**config.mk**
```make
export PLATFORM = sky130hd
export DESIGN_NAME = vram_mux_arbiter
export DESIGN_NICKNAME = d
export VERILOG_FILES = /design/src/rtl/vram_arb_pkg.sv /design/src/rtl/vram_addr_mux.sv /design/src/rtl/vram_mux_arbiter.sv
export SDC_FILE = /design/constraint.sdc
export NUM_CORES = 1
export LEC_CHECK = 0
export ABC_AREA = 1
export BUFFER_PORTS_ARGS = -buffer_cell sky130_fd_sc_hd__buf_4
export CELL_PAD_IN_SITES_DETAIL_PLACEMENT = 0
export CELL_PAD_IN_SITES_GLOBAL_PLACEMENT = 1
export CORE_UTILIZATION = 34
export CTS_BUF_LIST = sky130_fd_sc_hd__clkbuf_4 sky130_fd_sc_hd__clkbuf_8
export CTS_CLUSTER_DIAMETER = 150
export DETAILED_ROUTE_END_ITERATION = 6
export PLACE_DENSITY_LB_ADDON = 0.15
export SETUP_SLACK_MARGIN = 0.4
export SLEW_MARGIN = 15
export SYNTH_ARGS = -nofsm -noshare
export SYNTH_HDL_FRONTEND = slang
export SYNTH_SLANG_ARGS = --single-unit
```
**constraint.sdc**
```tcl
create_clock -name Clk -period 1.2 [get_ports Clk]
set_input_delay 0.12 -clock Clk [delete_from_list [all_inputs] [get_ports Clk]]
set_output_delay 0.12 -clock Clk [all_outputs]
set_load 0.005 [all_outputs]
```
**src/rtl/vram_arb_pkg.sv**
```systemverilog
// Shared types for the VRAM arbiter: FSM state encoding and address-mux select codes.
package vram_arb_pkg;

  typedef enum logic [2:0] {
    ST_IDLE       = 3'd0,
    ST_VID_SETUP  = 3'd1,
    ST_VID_READ   = 3'd2,
    ST_CPU_SETUP  = 3'd3,
    ST_CPU_ACCESS = 3'd4,
    ST_CPU_DONE   = 3'd5
  } arb_state_e;

  localparam logic MUX_SEL_VID = 1'b0;
  localparam logic MUX_SEL_CPU = 1'b1;

endpackage

```
**src/rtl/vram_addr_mux.sv**
```systemverilog
// 2:1 VRAM address multiplexer with active-low enable; drives zero while disabled.
module vram_addr_mux
  import vram_arb_pkg::*;
#(
  parameter int ADDR_WIDTH = 11
) (
  input  logic [ADDR_WIDTH-1:0] vid_addr,
  input  logic [ADDR_WIDTH-1:0] cpu_addr,
  input  logic                  mux_select,
  input  logic                  mux_enable_bar,
  output logic [ADDR_WIDTH-1:0] ram_addr
);

  always_comb begin
    ram_addr = '0;
    if (!mux_enable_bar) begin
      ram_addr = (mux_select == MUX_SEL_CPU) ? cpu_addr : vid_addr;
    end
  end

endmodule

```
**src/rtl/vram_mux_arbiter.sv**
```systemverilog
// Time-shares one asynchronous VRAM between the CPU bus and the video fetch unit.
// Define VRAM_ARB_FAIR_EN to alternate priority after a video grant; default is strict video priority.
//
// state         | meaning
// --------------+---------------------------------------------------
// ST_IDLE       | mux disabled, strobes high, arbitrate
// ST_VID_SETUP  | video address on mux, OE low
// ST_VID_READ   | OE held low, RAM data latched into Vid_data at exit
// ST_CPU_SETUP  | CPU address on mux, no strobe (address setup)
// ST_CPU_ACCESS | WE low for write or OE low for read
// ST_CPU_DONE   | Cpu_ack high, strobes high, mux disabled
module vram_mux_arbiter
  import vram_arb_pkg::*;
#(
  parameter int ADDR_WIDTH = 11,
  parameter int DATA_WIDTH = 8
) (
  input  logic                  Clk,
  input  logic                  Clear_bar,
  input  logic                  Vid_req,
  input  logic [ADDR_WIDTH-1:0] Vid_addr,
  output logic [DATA_WIDTH-1:0] Vid_data,
  output logic                  Vid_valid,
  output logic                  Vid_overrun,
  input  logic                  Cpu_req,
  input  logic                  Cpu_we,
  input  logic [ADDR_WIDTH-1:0] Cpu_addr,
  input  logic [DATA_WIDTH-1:0] Cpu_wdata,
  output logic [DATA_WIDTH-1:0] Cpu_rdata,
  output logic                  Cpu_ack,
  output logic                  Cpu_wait,
  output logic                  Mux_select,
  output logic                  Mux_enable_bar,
  output logic [ADDR_WIDTH-1:0] Ram_addr,
  output logic [DATA_WIDTH-1:0] Ram_wdata,
  output logic                  Ram_we_bar,
  output logic                  Ram_oe_bar,
  input  logic [DATA_WIDTH-1:0] Ram_rdata
);

  arb_state_e            state_q, state_d;
  logic                  grant_vid, grant_cpu, cpu_first;
  logic                  vid_pend_q, vid_pend_d;
  logic [ADDR_WIDTH-1:0] vid_addr_q, vid_addr_d;
  logic [ADDR_WIDTH-1:0] vid_fetch_q, vid_fetch_d;
  logic [ADDR_WIDTH-1:0] cpu_addr_q, cpu_addr_d;
  logic                  cpu_we_q, cpu_we_d;
  logic [DATA_WIDTH-1:0] ram_wdata_q, ram_wdata_d;
  logic [DATA_WIDTH-1:0] vid_data_q, vid_data_d;
  logic                  vid_valid_q, vid_valid_d;
  logic                  vid_overrun_q, vid_overrun_d;
  logic [DATA_WIDTH-1:0] cpu_rdata_q, cpu_rdata_d;
  logic                  mux_select_q, mux_select_d;

`ifdef VRAM_ARB_FAIR_EN
  logic last_vid_q, last_vid_d;

  always_comb begin
    last_vid_d = last_vid_q;
    if (grant_vid)      last_vid_d = 1'b1;
    else if (grant_cpu) last_vid_d = 1'b0;
  end

  always_ff @(posedge Clk or negedge Clear_bar) begin
    if (!Clear_bar) last_vid_q <= 1'b0;
    else            last_vid_q <= last_vid_d;
  end
`endif

  always_ff @(posedge Clk or negedge Clear_bar) begin
    if (!Clear_bar) state_q <= ST_IDLE;
    else            state_q <= state_d;
  end

  // A Vid_req seen in IDLE is granted directly, without waiting a cycle for the pending flag.
  always_comb begin
    cpu_first = 1'b0;
`ifdef VRAM_ARB_FAIR_EN
    cpu_first = Cpu_req & last_vid_q;
`endif
    grant_vid = 1'b0;
    grant_cpu = 1'b0;
    state_d   = state_q;
    unique case (state_q)
      ST_IDLE: begin
        if (cpu_first) begin
          grant_cpu = 1'b1;
          state_d   = ST_CPU_SETUP;
        end else if (vid_pend_q || Vid_req) begin
          grant_vid = 1'b1;
          state_d   = ST_VID_SETUP;
        end else if (Cpu_req) begin
          grant_cpu = 1'b1;
          state_d   = ST_CPU_SETUP;
        end
      end
      ST_VID_SETUP:  state_d = ST_VID_READ;
      ST_VID_READ:   state_d = ST_IDLE;
      ST_CPU_SETUP:  state_d = ST_CPU_ACCESS;
      ST_CPU_ACCESS: state_d = ST_CPU_DONE;
      ST_CPU_DONE:   state_d = ST_IDLE;
      default:       state_d = ST_IDLE;
    endcase
  end

  always_comb begin
    Mux_enable_bar = 1'b1;
    Ram_we_bar     = 1'b1;
    Ram_oe_bar     = 1'b1;
    unique case (state_q)
      ST_VID_SETUP, ST_VID_READ: begin
        Mux_enable_bar = 1'b0;
        Ram_oe_bar     = 1'b0;
      end
      ST_CPU_SETUP: Mux_enable_bar = 1'b0;
      ST_CPU_ACCESS: begin
        Mux_enable_bar = 1'b0;
        Ram_we_bar     = ~cpu_we_q;
        Ram_oe_bar     = cpu_we_q;
      end
      default: ;
    endcase
  end

  // The fetch address is frozen at grant so a later Vid_req cannot move the address under OE.
  always_comb begin
    vid_addr_d    = Vid_req ? Vid_addr : vid_addr_q;
    vid_pend_d    = grant_vid ? 1'b0 : (vid_pend_q | Vid_req);
    vid_overrun_d = vid_overrun_q | (Vid_req & vid_pend_q);
    vid_fetch_d   = grant_vid ? vid_addr_d : vid_fetch_q;
    cpu_addr_d    = grant_cpu ? Cpu_addr : cpu_addr_q;
    cpu_we_d      = grant_cpu ? Cpu_we : cpu_we_q;
    ram_wdata_d   = grant_cpu ? Cpu_wdata : ram_wdata_q;
    mux_select_d  = grant_vid ? MUX_SEL_VID : (grant_cpu ? MUX_SEL_CPU : mux_select_q);
    vid_valid_d   = (state_q == ST_VID_READ);
    vid_data_d    = (state_q == ST_VID_READ) ? Ram_rdata : vid_data_q;
    cpu_rdata_d   = (state_q == ST_CPU_ACCESS && !cpu_we_q) ? Ram_rdata : cpu_rdata_q;
  end

  always_ff @(posedge Clk or negedge Clear_bar) begin
    if (!Clear_bar) begin
      vid_pend_q    <= 1'b0;
      vid_addr_q    <= '0;
      vid_fetch_q   <= '0;
      cpu_addr_q    <= '0;
      cpu_we_q      <= 1'b0;
      ram_wdata_q   <= '0;
      vid_data_q    <= '0;
      vid_valid_q   <= 1'b0;
      vid_overrun_q <= 1'b0;
      cpu_rdata_q   <= '0;
      mux_select_q  <= MUX_SEL_VID;
    end else begin
      vid_pend_q    <= vid_pend_d;
      vid_addr_q    <= vid_addr_d;
      vid_fetch_q   <= vid_fetch_d;
      cpu_addr_q    <= cpu_addr_d;
      cpu_we_q      <= cpu_we_d;
      ram_wdata_q   <= ram_wdata_d;
      vid_data_q    <= vid_data_d;
      vid_valid_q   <= vid_valid_d;
      vid_overrun_q <= vid_overrun_d;
      cpu_rdata_q   <= cpu_rdata_d;
      mux_select_q  <= mux_select_d;
    end
  end

  vram_addr_mux #(.ADDR_WIDTH(ADDR_WIDTH)) u_addr_mux (
    .vid_addr       (vid_fetch_q),
    .cpu_addr       (cpu_addr_q),
    .mux_select     (mux_select_q),
    .mux_enable_bar (Mux_enable_bar),
    .ram_addr       (Ram_addr)
  );

  assign Vid_data    = vid_data_q;
  assign Vid_valid   = vid_valid_q;
  assign Vid_overrun = vid_overrun_q;
  assign Cpu_rdata   = cpu_rdata_q;
  assign Cpu_ack     = (state_q == ST_CPU_DONE);
  assign Cpu_wait    = Cpu_req & ~Cpu_ack;
  assign Mux_select  = mux_select_q;
  assign Ram_wdata   = ram_wdata_q;

endmodule

```
==> metrics.md <==
| Metric | Value |
|---|---|
| Synth cell count leaders | 184 x nand2_1, 65 x dfrtp_1, 29 x inv_1 |
| Fin crit share | 1.33 |
| Clock latency on the worst-skew pair | around 0.34 ns |
| Total gr overflow | 0 |
| # fillers | 640 |
| Worst hold path type | in -> reg |
| 1st-pass router iterations | 4 |
| #FFs+latches synth | 65 |
| RSZ-0062 raised after global routing | yes |
| CTS buffer count | 9 |
| Area delta synth->final | 89.7% |
| Leakage power | 0.00272 uW |
| Site Rows | 32 |
| Clock Tree Buf Depth | 2 |
| Root buf cell | clkbuf_8 |
| Worst setup EP type | output port |
| DRC viols | 0 |
| Per-cell routed wire length | approximately 14 um |
| Pin count of the biggest net entering global routing | 34 |
| Clock Skew | about 0.0062 ns |
| Asr flop ratio synth | 1.00 |
| Placed instance count | about 550 |
| Reg2reg start | state_q[2] |
| Synthesized instance count | roughly 350 |
| Max Slew Vio Count | 0 |
| Die width | around 93 um |
| Post-synth top flop | dfrtp_1 |
| Setup CP Type | reg -> out |
| First-pass GRT wire length | ~13000 um |
| FMAX | between 600 and 700 MHz |
| Non-Filler Instances | about 620 |
| Pwr dens | approximately 2500 nW/um^2 |
| Mapped Avg Cell Area | slightly above 8 sq um |
| Clock-pin slew of the registers on the worst-case setup and hold paths | approximately 0.070 ns |
| Post-synth net total | 390 |
| Most used routing layer in global routing | met2 |
| Worst reg-to-reg setup slack | -0.29 ns |
| Max Cap Violations | 0 |
| Share of cells above drive strength 1 | 0.598 |
| Die Span Y | 92.8 um |
| Top cells by area, synth | dfrtp_1 58%, nand2_1 25%, inv_1 3.9% |
| Setup violators final | 58 |
| Worst setup startpoint | state_q[1] |
| Min Tclk post-route | approximately 1.6 ns |
| Total number of yosys warnings | 0 |
| Starting DRT DRC Count | 93 |
| Startpoint class of the critical path | flop |
| Post-synthesis cell type count | 19 |
| Post-route ant nets | 0 |
| Starting Density | 0.357 |
| Worst rel slew slack | 0.783 |
| Initial antenna violation count | 0 |
| I/O pin cnt | 86 |
| Met1 Usage GRT | 0.267 |
| Critical path arrival | 1.48 ns |
| Core area | around 7800 sq um |
| Synth top area share | 0.580 |
| Most frequent cell after synthesis | nand2_1 |
| Grt met2 use | 0.319 |
| Failing checks | negative setup slack |
| Die area | between 8000 and 9000 sq um |
| Setup TNS | -15.57 ns |
| Cell Area, Synth | approximately 2800 sq um |
| Total GRT Usage | 0.200 |
| Layout Nets | between 500 and 600 |
| Vias | ~2.8k |
| Dpl hpwl | approximately 5000 um |
| Synth area leader | dfrtp_1 |
| Crit-path max FO | 4 |
| Final Hold Viols | 0 |
| CTS tree | done |
| CP required | between 1 and 1.5 ns |
| Tightest Pin Transition | roughly 0.32 ns |
| Vias/cell | 4.56 |
| Final worst slack | -0.402 ns |
| Htree depth | 3 |
| Status | finished with violations |
| Sequential area share after synthesis | 0.580 |
| Peak supply drop | approximately 1.2 mV |
| Clock Sinks | 65 |
| DRT Wirelength | between 8000 and 9000 um |
| # diodes | 0 |
| Met3 GRT Util | 0.0369 |
| Vias in the first global route | between 2k and 3k |
| Gpl congestion | about 0.77 |
| Critical Path End | Ram_oe_bar |
| I/O Buffers | 85 |
| R2R Path End | cpu_addr_q[9] |
| Post-synth EDFFs | 0 |
| Reg2Reg Depth | 10 |
-- stage by stage --
stage	cell area, sq um	power, uW	util	hold WS [ns]	setup slack, ns
after global routing	5320	14000	0.677	0.0171	-0.471
after global placement	3740	7540	0.476	0.0262	-0.0675
after detailed placement	3740	7610	0.476	0.0287	-0.0512
final	5320	13200	0.677	0.00228	-0.402
after CTS	4790	11700	0.611	0.00160	-0.399
after floorplan	2870	5660	-	-0.176	0.101
-- layer usage --
layer / vias up / wire (um)
li1: 1387 / -
met1: 1357 / 3890
met2: 67 / 4290
met3: 9 / 313
met4: 0 / 123
met5: - / 0
-- critical path, cell delays in order (launching register included) --
cell and delay, ns:
dfrtp_2 0.47, nor2_4 0.15, nand2_4 0.09, buf_6 0.14, inv_4 0.06, nand2_4 0.05
o21ai_2 0.06, buf_4 0.13
-- layout make-up --
type,count,area [sq um],area share
Sequential cell,65,1630,0.307
Clock buffer,12,165,0.0311
Clock inverter,4,50.0,0.00941
Inverter,32,140,0.0264
Timing Repair Buffer,166,1680,0.315
Tap cell,102,128,0.0240
Multi-Input combinational cell,238,1530,0.287
-- state kept, by name, summed over array words and instances (netlist names) --
signal	count
state_q	3
Cpu_rdata	8
vid_pend_q	1
cpu_addr_q	11
Mux_select	1
Vid_valid	1
vid_fetch_q	11
cpu_we_q	1
vid_addr_q	11
Vid_data	8
Ram_wdata	8
Vid_overrun	1
-- where the power goes --
| group | switching [uW] | internal, uW | total (uW) |
|---|---|---|---|
| logic | 3290 | 4050 | 7340 |
| clock network | 859 | 1130 | 1990 |
| registers | 762 | 3070 | 3830 |
| total | 4910 | 8240 | 13200 |
-- cell families (layout without fill, tap and decap cells) --
kind of cell    count (synthesis)  in the layout  synth area share
flops                          65             65             0.580
compound gates                 17             17            0.0321
buf+inv                        45            214            0.0728
simple gates                  220            221             0.315
-- worst min-delay path by stage --
| stage | endpoint | slack, ns | cells past startpoint | start |
|---|---|---|---|---|
| 2_1_floorplan | Cpu_rdata[0] | -0.18 | 0 | Clear_bar |
| 3_3_place_gp | vid_addr_q[10] | 0.03 | 1 | Clear_bar |
| 3_5_place_dp | Vid_overrun | 0.03 | 1 | Clear_bar |
| 4_1_cts | Ram_wdata[3] | 0.002 | 3 | Cpu_wdata[3] |
| 5_1_grt | Ram_wdata[6] | 0.02 | 3 | Cpu_wdata[6] |
| 6_report | Ram_wdata[6] | 0.002 | 3 | Cpu_wdata[6] |
-- placed cells by master, fill, tap and decap left out, drive strengths merged --
cell	netlist	final
nand2	188	189
dlygate4sd3	0	16
buf	11	150
nand3	22	22
o21bai	1	1
o21ai	14	14
inv	32	31
clkbuf	2	12
clkinvlp	0	2
nor3	1	1
dfrtp	65	65
bufinv	0	1
clkinv	0	2
a21boi	1	1
a21oi	1	1
nor2	9	9
-- repair_timing --
action,4_1_cts,5_1_grt
gates cloned,5,1
hold buffers,16,0
pin swaps,23,28
hold endpoints to repair,88,0
endpoints found under the setup margin,96,96
resized for setup,127,109
buffers inserted,20,16
No activity file was read; power rests on OpenSTA's default activity.
